### src/rtl/result_display_driver_if.sv
// Result bus between the calculator controller and the display driver.
//   value : 16-bit result word (controller -> driver)
//   start : capture/convert request (controller -> driver)
//   busy  : conversion in progress (driver -> controller)
//   done  : one-cycle pulse, new digits valid (driver -> controller)
//   neg   : registered sign of the displayed value
//   bcd   : registered digits, [3:0] ones .. [19:16] ten-thousands
//   blank : leading-zero mask per digit, bit0 always 0
// Handshake: start is sampled on a rising edge only while busy is low; a
// start seen while busy is high is dropped. done is high for exactly one
// cycle, and neg/bcd/blank are valid from that cycle until the next done.
interface result_display_driver_if;
    logic [15:0] value;
    logic        start;
    logic        busy;
    logic        done;
    logic        neg;
    logic [19:0] bcd;
    logic [4:0]  blank;

    modport master (
        output value, start,
        input  busy, done, neg, bcd, blank
    );

    modport slave (
        input  value, start,
        output busy, done, neg, bcd, blank
    );
endinterface

### src/rtl/result_display_driver.sv
// Captures a 16-bit result on start, converts its magnitude to five BCD
// digits with a sequential double-dabble engine, computes leading-zero
// blanking, and multiplexes a 6-position common-anode seven-segment display
// (sign position plus five digits).
// Ports:
//   clk   : system clock
//   RST   : asynchronous, active-high reset
//   bus   : result bus (slave side), see result_display_driver_if
//   seg   : segment drive {g,f,e,d,c,b,a}, polarity set by SEG_ACTIVE_LOW
//   an    : position enable, one-hot active-low; an[0]=ones, an[5]=sign
//   state : current conversion FSM state (debug)
module result_display_driver #(
    parameter int SIGN_MAG       = 1,
    parameter int SCAN_DIV       = 1000,
    parameter int SEG_ACTIVE_LOW = 1
) (
    input  logic                    clk,
    input  logic                    RST,
    result_display_driver_if.slave  bus,
    output logic [6:0]              seg,
    output logic [5:0]              an,
    output logic [1:0]              state
);

    typedef enum logic [1:0] {IDLE, LOAD, SHIFT, DONE} state_t;

    state_t      cur_state, next_state;
    logic [15:0] cap;
    logic [15:0] mag;
    logic [15:0] load_mag;
    logic [19:0] scratch;
    logic [19:0] adj;
    logic [19:0] shift_scratch;
    logic [4:0]  iter;
    logic        sign;
    logic        nonzero;
    logic [19:0] bcd_q;
    logic        neg_q;
    logic [4:0]  blank_q;

    // Bit i set iff digits i..4 are all zero; the ones digit is never blanked.
    function automatic logic [4:0] blank_of(input logic [19:0] d);
        logic [4:0] b;
        b[4] = (d[19:16] == 4'd0);
        b[3] = b[4] && (d[15:12] == 4'd0);
        b[2] = b[3] && (d[11:8] == 4'd0);
        b[1] = b[2] && (d[7:4] == 4'd0);
        b[0] = 1'b0;
        return b;
    endfunction

    function automatic logic [6:0] digit_pattern(input logic [3:0] d);
        logic [6:0] p;
        case (d)
            4'd0:    p = 7'h3F;
            4'd1:    p = 7'h06;
            4'd2:    p = 7'h5B;
            4'd3:    p = 7'h4F;
            4'd4:    p = 7'h66;
            4'd5:    p = 7'h6D;
            4'd6:    p = 7'h7D;
            4'd7:    p = 7'h07;
            4'd8:    p = 7'h7F;
            4'd9:    p = 7'h6F;
            default: p = 7'h00;
        endcase
        return p;
    endfunction

    // ---------------- conversion FSM ----------------
    always_ff @(posedge clk or posedge RST) begin
        if (RST) cur_state <= IDLE;
        else     cur_state <= next_state;
    end

    always_comb begin
        next_state = cur_state;
        case (cur_state)
            IDLE:    if (bus.start) next_state = LOAD;
            LOAD:    next_state = SHIFT;
            SHIFT:   if (iter == 5'd15) next_state = DONE;
            DONE:    next_state = IDLE;
            default: next_state = IDLE;
        endcase
    end

    assign state    = cur_state;
    assign bus.busy = (cur_state != IDLE);
    assign bus.done = (cur_state == DONE);

    // ---------------- datapath ----------------
    // Two's complement negation wraps 0x8000 to itself, which read as
    // unsigned is 32768, exactly the magnitude wanted.
    always_comb begin
        if (SIGN_MAG != 0) load_mag = {1'b0, cap[14:0]};
        else if (cap[15])  load_mag = ~cap + 16'd1;
        else               load_mag = cap;
    end

    always_comb begin
        adj = scratch;
        for (int i = 0; i < 5; i++) begin
            if (scratch[4*i +: 4] >= 4'd5) adj[4*i +: 4] = scratch[4*i +: 4] + 4'd3;
        end
    end

    assign shift_scratch = {adj[18:0], mag[15]};

    // The published registers are written on the edge that ends the last
    // shift, so they are already valid in the DONE cycle alongside done.
    always_ff @(posedge clk or posedge RST) begin
        if (RST) begin
            cap     <= 16'd0;
            mag     <= 16'd0;
            scratch <= 20'd0;
            iter    <= 5'd0;
            sign    <= 1'b0;
            nonzero <= 1'b0;
            bcd_q   <= 20'd0;
            neg_q   <= 1'b0;
            blank_q <= 5'b11110;
        end else begin
            case (cur_state)
                IDLE: if (bus.start) cap <= bus.value;
                LOAD: begin
                    mag     <= load_mag;
                    sign    <= cap[15];
                    nonzero <= (load_mag != 16'd0);
                    scratch <= 20'd0;
                    iter    <= 5'd0;
                end
                SHIFT: begin
                    scratch <= shift_scratch;
                    mag     <= {mag[14:0], 1'b0};
                    iter    <= iter + 5'd1;
                    if (iter == 5'd15) begin
                        bcd_q   <= shift_scratch;
                        neg_q   <= sign & nonzero;
                        blank_q <= blank_of(shift_scratch);
                    end
                end
                default: ;
            endcase
        end
    end

    assign bus.bcd   = bcd_q;
    assign bus.neg   = neg_q;
    assign bus.blank = blank_q;

    // ---------------- display scan ----------------
    logic [15:0] scan_cnt;
    logic [2:0]  pos;
    logic [3:0]  cur_digit;
    logic        cur_blank;
    logic [6:0]  pattern;
    logic [6:0]  drive;

    always_ff @(posedge clk or posedge RST) begin
        if (RST) begin
            scan_cnt <= 16'd0;
            pos      <= 3'd0;
        end else if (scan_cnt == 16'(SCAN_DIV - 1)) begin
            scan_cnt <= 16'd0;
            pos      <= (pos == 3'd5) ? 3'd0 : pos + 3'd1;
        end else begin
            scan_cnt <= scan_cnt + 16'd1;
        end
    end

    always_comb begin
        cur_digit = 4'd0;
        cur_blank = 1'b1;
        pattern   = 7'h00;
        case (pos)
            3'd0: begin cur_digit = bcd_q[3:0];   cur_blank = blank_q[0]; end
            3'd1: begin cur_digit = bcd_q[7:4];   cur_blank = blank_q[1]; end
            3'd2: begin cur_digit = bcd_q[11:8];  cur_blank = blank_q[2]; end
            3'd3: begin cur_digit = bcd_q[15:12]; cur_blank = blank_q[3]; end
            3'd4: begin cur_digit = bcd_q[19:16]; cur_blank = blank_q[4]; end
            default: ;
        endcase
        if (pos == 3'd5)     pattern = neg_q ? 7'h40 : 7'h00;
        else if (!cur_blank) pattern = digit_pattern(cur_digit);
        drive = (SEG_ACTIVE_LOW != 0) ? ~pattern : pattern;
    end

    // seg and an come from the same pos in the same register stage so a
    // position enable never pairs with another position's segments. The
    // reset pattern is the ones digit showing "0".
    always_ff @(posedge clk or posedge RST) begin
        if (RST) begin
            an  <= 6'b111110;
            seg <= (SEG_ACTIVE_LOW != 0) ? 7'h40 : 7'h3F;
        end else begin
            an  <= ~(6'b000001 << pos);
            seg <= drive;
        end
    end

endmodule

### src/flat_wrapper.sv
// flat-port wrapper written by rule: the top's interface ports become plain ports
module result_display_driver_flat 
#(
    parameter int SIGN_MAG       = 1,
    parameter int SCAN_DIV       = 1000,
    parameter int SEG_ACTIVE_LOW = 1
)
  (clk, RST, seg, an, state, bus_value, bus_start, bus_busy, bus_done, bus_neg, bus_bcd, bus_blank);
  result_display_driver_if bus_i ();
  input  logic clk;
  input  logic RST;
  output logic [6:0] seg;
  output logic [5:0] an;
  output logic [1:0] state;
  input wire logic [$bits(bus_i.value)-1:0] bus_value;
  input wire logic [$bits(bus_i.start)-1:0] bus_start;
  output wire logic [$bits(bus_i.busy)-1:0] bus_busy;
  output wire logic [$bits(bus_i.done)-1:0] bus_done;
  output wire logic [$bits(bus_i.neg)-1:0] bus_neg;
  output wire logic [$bits(bus_i.bcd)-1:0] bus_bcd;
  output wire logic [$bits(bus_i.blank)-1:0] bus_blank;
  assign bus_i.value = bus_value;
  assign bus_i.start = bus_start;
  assign bus_busy = bus_i.busy;
  assign bus_done = bus_i.done;
  assign bus_neg = bus_i.neg;
  assign bus_bcd = bus_i.bcd;
  assign bus_blank = bus_i.blank;
  result_display_driver #(.SIGN_MAG(SIGN_MAG), .SCAN_DIV(SCAN_DIV), .SEG_ACTIVE_LOW(SEG_ACTIVE_LOW)) u_core (.clk(clk), .RST(RST), .bus(bus_i), .seg(seg), .an(an), .state(state));
endmodule
### config.mk
export PLATFORM = sky130hd
export DESIGN_NAME = result_display_driver_flat
export DESIGN_NICKNAME = d
export VERILOG_FILES = /design/src/rtl/result_display_driver_if.sv /design/src/rtl/result_display_driver.sv /design/src/flat_wrapper.sv
export SDC_FILE = /design/constraint.sdc
export NUM_CORES = 1
export LEC_CHECK = 0
export CAP_MARGIN = 20
export CORE_MARGIN = 2
export CORE_UTILIZATION = 45
export DETAILED_ROUTE_END_ITERATION = 10
export MAX_ROUTING_LAYER = met4
export PLACE_DENSITY_LB_ADDON = 0.25
export SYNTH_ARGS = -nofsm -noshare
export SYNTH_HDL_FRONTEND = slang
export SYNTH_SLANG_ARGS = --single-unit
### constraint.sdc
create_clock -name clk -period 4.1 [get_ports clk]
set_input_delay 0.41 -clock clk [delete_from_list [all_inputs] [get_ports clk]]
set_output_delay 0.41 -clock clk [all_outputs]
set_load 0.02 [all_outputs]
After elaboration in Yosys (flattened, before gate mapping)
Memory sizes are Yosys's and may differ from the RTL's.
Cells that the tools add are included.
{ "totals": {"romBits": 112, "out_inout_bits": 43, "n_memories": 1, "mem_bits_rw": 0, "ff_bits": 118, "in_bits": 19, "latch_bits": 0} }
{ "op_classes": {"n_lt_le_gt_ge": 5, "n_eq_ne": 12, "n_addsub": 8, "mux": 18, "n_div": 0, "n_mul": 0, "reduce_logical": 15, "bitwise_logic": 3, "n_shift": 1} }
{ "mem_list": {"columns": ["name", "depth", "word_bits", "rd", "rd_clocked_by_memory_dff", "wr", "line_no", "source"], "rows": [
  ["(name not given)", 16, 7, 1, 0, 0, "result_display_driver.sv:54", "case (d)"]
]} }
{ "op_table": {"columns": ["operator", "count"], "rows": [
  ["20-bit case mux with 2 select lines", 1],
  ["16-bit case mux with 2 select lines", 1],
  ["7-bit 2-to-1 mux", 3],
  ["4-bit by 3-bit greater-or-equal comparator with 1-bit output (second input constant)", 5],
  ["4-bit case mux with 5 select lines", 1],
  ["16-bit by 1-bit adder with 16-bit output (second input constant)", 1],
  ["4-bit by 2-bit adder with 4-bit output (second input constant)", 4],
  ["16-bit by 10-bit == test with 1-bit output (second input constant)", 1],
  ["4-bit zero test", 4],
  ["16-bit 2-to-1 mux", 1],
  ["4-bit 2-to-1 mux", 4],
  ["16-bit nonzero test", 1],
  ["5-bit case mux with 2 select lines", 1],
  ["2-bit case mux with 4 select lines", 1],
  ["7-bit NOT", 1],
  ["3-bit by 2-bit == test with 1-bit output (second input constant)", 2],
  ["3-bit == test (second input constant)", 2],
  ["3-bit 2-to-1 mux", 2],
  ["6-bit NOT", 1],
  ["2-bit AND reduction", 3],
  ["1-bit by 3-bit left shift with 6-bit output (first input constant)", 1],
  ["5-bit by 1-bit adder with 5-bit output (second input constant)", 1],
  ["5-bit by 4-bit == test with 1-bit output (second input constant)", 1],
  ["1-bit case mux with 5 select lines", 1],
  ["other kinds (13)", 18]
]} }

Logic depth before layout (Yosys ltp)
{ "depth": {"ltp_word": 6, "ltp_mapped": 10} }

Worst setup path after synthesis
Ideal clock, no wire load.
{ "synth_path": {"kind": "reg-to-reg", "start": "register u_core.pos[1]", "end": "register u_core.seg[0]", "t_required_ps": 3967, "stages_incl_launch_ff": 10, "synth_period_minus_slack_ps": 2380, "arrival_time_ps": 2248, "setup_slack_ps": 1720, "cell_sequence": "dfrtp_1 buf_6 and2_1 ha_1 a222oi_1 inv_1 ha_1 mux2_2 nor2_1 a21oi_1"} }
{ "synth_between": {"elab_chain_cells": 6, "word_cells_on_any_way": 12, "cone_classes": "eq/ne (5); mux (4); bitwise (1); reduce/logical (1); memory (1)"} }
{ "synth_lines": {"columns": ["element", "line_no", "source"], "rows": [
  ["start: declaration", "result_display_driver.sv:153", "logic [2:0] pos;"],
  ["start signal: assignment", "result_display_driver.sv:165", "pos <= (pos == 3'd5) ? 3'd0 : pos + 3'd1;"],
  ["3-bit == test (tied with other cells)", "result_display_driver.sv:175", "case (pos)"],
  ["4-bit case mux with 5 select lines", "result_display_driver.sv:175", null],
  ["memory 16 x 7 bit", null, null],
  ["7-bit 2-to-1 mux", "result_display_driver.sv:184", "else if (!cur_blank) pattern = digit_pattern(cur_digit);"],
  ["7-bit 2-to-1 mux (*)", "result_display_driver.sv:183", "if (pos == 3'd5) pattern = neg_q ? 7'h40 : 7'h00;"],
  ["7-bit NOT (*)", "result_display_driver.sv:185", "drive = (SEG_ACTIVE_LOW != 0) ? ~pattern : pattern;"],
  ["via u_core.drive[0]", "result_display_driver.sv:157", "logic [6:0] drive;"],
  ["end signal: assignment", "result_display_driver.sv:194", "seg <= (SEG_ACTIVE_LOW != 0) ? 7'h40 : 7'h3F;"],
  ["end signal: assignment", "result_display_driver.sv:197", "seg <= drive;"],
  ["end: declaration", "result_display_driver.sv:20", "output logic [6:0] seg,"]
]} }
The timed path passes the listed nets; every way through them passes the cells marked *.
A chain may end at the register's enable or synchronous reset.

Worst setup path in the final report
{ "layout_path": {"start": "register u_core.pos[2]", "end": "register u_core.seg[0]"} }
Same word-level chain as after synthesis.

==> results.sh <==
export IMPL_start_kind="flop"
export IMPL_final_nets=626
export IMPL_setup_violations_final=0
export IMPL_ios=62
export IMPL_cap_violations=0
export IMPL_yosys_most_used_dff="dfrtp_1"
export IMPL_arrival_ns=3.02
export IMPL_hp_class="flop to flop"
export IMPL_cp_max_fo=13
export IMPL_total_leakage_power_nw=2.939
export IMPL_peakVddDrop_v=0.0004748
export IMPL_required_ns=4.37
export IMPL_wire_per_inst_um=14.67
export IMPL_num_vias=4087
export IMPL_h_tree_levels=4
export IMPL_final_hold_violation_count=0
export IMPL_synthesized_nets=564
export IMPL_most_common_library_cell_in_the_layout_ignoring_fill_and_taps="dfrtp_1"
export IMPL_rr_startpoint="u_core.pos[2]"
export IMPL_timing_setup_tns_ns=0
export IMPL_run_status="completed"
export IMPL_number_of_enable_flip_flop_cells_after_synthesis=0
export IMPL_area_growth_synth_to_final_pct=23.25
export IMPL_r2r_cells=8
export IMPL_power_density_normalized_to_cell_area_nw_per_um2=553.7
export IMPL_slew_violations=0
export IMPL_min_to="u_core.scan_cnt[15]"
export IMPL_final_instance_count_excl_fill=763
export IMPL_placement_io_buffers=60
export IMPL_cts_made_buffers=17
export IMPL_die_height_um=115.2
export IMPL_design_die_area_um2=13280
export IMPL_gp_congestion=0.8291
export IMPL_min_period_over_period=0.6696
export IMPL_placeableCoreArea_um2=12060
export IMPL_mostFrequentLayoutCells="dfrtp_1 (108), clkdlybuf4s50_1 (60), nand2_1 (48), o21ai_0 (38), a21oi_1 (37)"
export IMPL_post_route_cells_drive_above_1_share=0.1328
export IMPL_synth_top_area_share=0.4853
export IMPL_cts_root_buffer="clkbuf_16"
export IMPL_antenna_cells=0
export IMPL_detailed_place_hpwl_mm=7.820
export IMPL_yosysWarningCount=0
export IMPL_largest_net_degree_at_the_start_of_global_routing=81
export IMPL_synth_ff_latch_count=118
export IMPL_netlist_instances=521
export IMPL_initial_core_util=0.4617
export IMPL_later_pin_clock_latency_in_the_skew_report_ns=0.41
export IMPL_clk_pin_slew_ns=0.05
export IMPL_drt_pass1_iterations=5
export IMPL_finClkSkew_ns=0.005498
export IMPL_p_int_mw=2.620
export IMPL_grt_setup_unrepaired="no"
export IMPL_sw_frac_of_total=0.3106
export IMPL_comb_power_share=0.245
export IMPL_tightestPinTransition_ns=0.9421
export IMPL_clk_buf_depth=2
export IMPL_drt_iter0_markers=312
export IMPL_whs_ns=0.4653
export IMPL_crit_end_category="flop"
export IMPL_die_width_um=115.2
export IMPL_detail_routed_via_count_per_cell=5.356
export IMPL_placement_rows=40
export IMPL_max_slew_margin_rel=0.3719
export IMPL_globalRouteOverflowTotal=0
export IMPL_netlist_area_um2=5569
export IMPL_setup_reg_to_reg_worst_slack_ns=1.35
export IMPL_first_global_vias=3950
export IMPL_synth_top_cell_by_area="dfrtp_1"
export IMPL_whs_path_depth=1
export IMPL_number_of_antenna_violations_at_the_first_check_in_global_routing=0
export IMPL_cts_num_sinks=118
export IMPL_tritoncts_clock_tree="yes"
export IMPL_ys_async_sr_fraction=1.000
export IMPL_ant_nets=0
export IMPL_placed_cells=732
export IMPL_cts_hold_buf=0
export IMPL_share_seq_of_total_power=0.396
export IMPL_wire_length_of_the_first_global_routing_pass_mm=19.25
export IMPL_post_synth_num_cell_types=53
export IMPL_critical_path_class="flop to flop"
export IMPL_power_share_clock=0.359
export IMPL_post_cts_resize_count=0
export IMPL_clock_period_minus_final_worst_setup_slack_ns=2.746
export IMPL_clock_fmax_ghz=0.3642
export IMPL_grt_total_usage=0.1911
export IMPL_detail_route_drc_violations=0
export IMPL_regToRegEndpoint="u_core.seg[0]"
export IMPL_hold_path_startpoint="u_core.scan_cnt[15]"
export IMPL_synth_seq_area_share=0.5325
export IMPL_synth_avg_cell_area_um2=10.69
export IMPL_cts_setup_buffers=0
export IMPL_switchingPower_mw=1.181
export IMPL_drt_total_wl_mm=11.19
export IMPL_netlist_top_cells_area="dfrtp_1 (49%), ha_1 (5.4%), mux2_2 (5.1%)"
[final cells by class]
cell class / instances / area (µm²)
multi-input combinational: 346 / 2365
sequential: 118 / 2965
timing repair buffer: 65 / 638.1
clock inverter: 9 / 77.57
fill: 1019 / 5197
inverter: 35 / 133.9
tap: 168 / 210.2
clock buffer: 22 / 474.2
[critical path: stages, from the launching register on]
cell	delay [ns]
dfrtp_1	0.60
inv_1	0.19
ha_1	0.30
a222oi_1	0.68
inv_1	0.16
ha_1	0.23
mux2_2	0.25
nor2_1	0.12
a21oi_1	0.06
[per-layer routing]
layer	global-route usage	wire length (µm)	vias up
met4	0.07309	184	0
met1	0.2467	5124	1992
met2	0.2910	5343	119
met3	0.04902	540	15
li1	-	-	1961
met5	-	0	-
[flip-flops by register name (all words and copies together), names as in the netlist]
register	count
u_core.seg	7
u_core.cap	16
u_core.nonzero	1
u_core.state	2
u_core.bus.neg	1
u_core.bus.blank	4
u_core.bus.bcd	20
u_core.sign	1
u_core.an	6
u_core.scratch	20
u_core.iter	5
u_core.scan_cnt	16
u_core.mag	16
u_core.pos	3
[power groups by stage]
stage,combinational (mW),clock [mW],sequential [mW]
detailed placement,0.930,0,1.52
global placement,0.889,0,1.51
floorplan,0.722,0,1.48
CTS,0.939,1.39,1.50
finish,0.933,1.36,1.50
global route,1.05,1.45,1.53
[cell families after synthesis]
family	share of synthesized area
buffers and inverters	0.04291
adder cells (fa/ha/maj)	0.05392
multiplexers	0.08762
AO/OA/AOI/OAI	0.1328
other	0.0006734
flip-flops	0.5325
XOR/XNOR	0.02831
AND/OR/NAND/NOR	0.1213
[per-stage QoR]
stage / power (mW) / setup slack, ns / utilization / instance area [µm²]
after global placement: 2.399 / 1.495 / 0.5233 / 6312
after floorplan: 2.206 / 0.5774 / - / 5569
after CTS: 3.833 / 1.373 / 0.5691 / 6864
after global routing: 4.034 / 1.166 / 0.5691 / 6864
final: 3.801 / 1.354 / 0.5691 / 6864
after detailed placement: 2.449 / 1.410 / 0.5233 / 6312
[synthesized netlist by cell type, types with 2 or more instances]
master     instances
a21oi_1           37
a222oi_1           2
a22oi_1            6
a32o_1             4
and2_1             2
and3_1             5
buf_2              2
buf_4              2
buf_6              2
clkbuf_1          15
dfrtp_1          108
dfstp_2           10
ha_1              24
inv_1             35
mux2_2            25
mux2i_1           18
nand2_1           48
nand2b_1           5
nand3_1           11
nand4_1            5
nor2_1            31
nor2b_1            4
nor3_1             2
nor3b_1           10
nor3b_2            2
nor4_1             3
o21a_1             2
o21ai_0           38
o22ai_1           16
o2bb2ai_1          2
o31ai_1            6
or4_1              2
xnor2_1           12
xor2_1             6
[worst max path at each step]
stage                             start            end  slack (ns)  cells after the start
after floorplan                     RST   u_core.an[0]        0.58                      1
after global placement    u_core.pos[2]  u_core.seg[3]        1.50                      8
after detailed placement  u_core.pos[2]  u_core.seg[0]        1.41                      8
after CTS                 u_core.pos[2]  u_core.seg[0]        1.37                      8
after global routing      u_core.pos[2]  u_core.seg[0]        1.17                      8
final                     u_core.pos[2]  u_core.seg[0]        1.35                      8
Note: power is estimated with default switching activity, not from simulation.
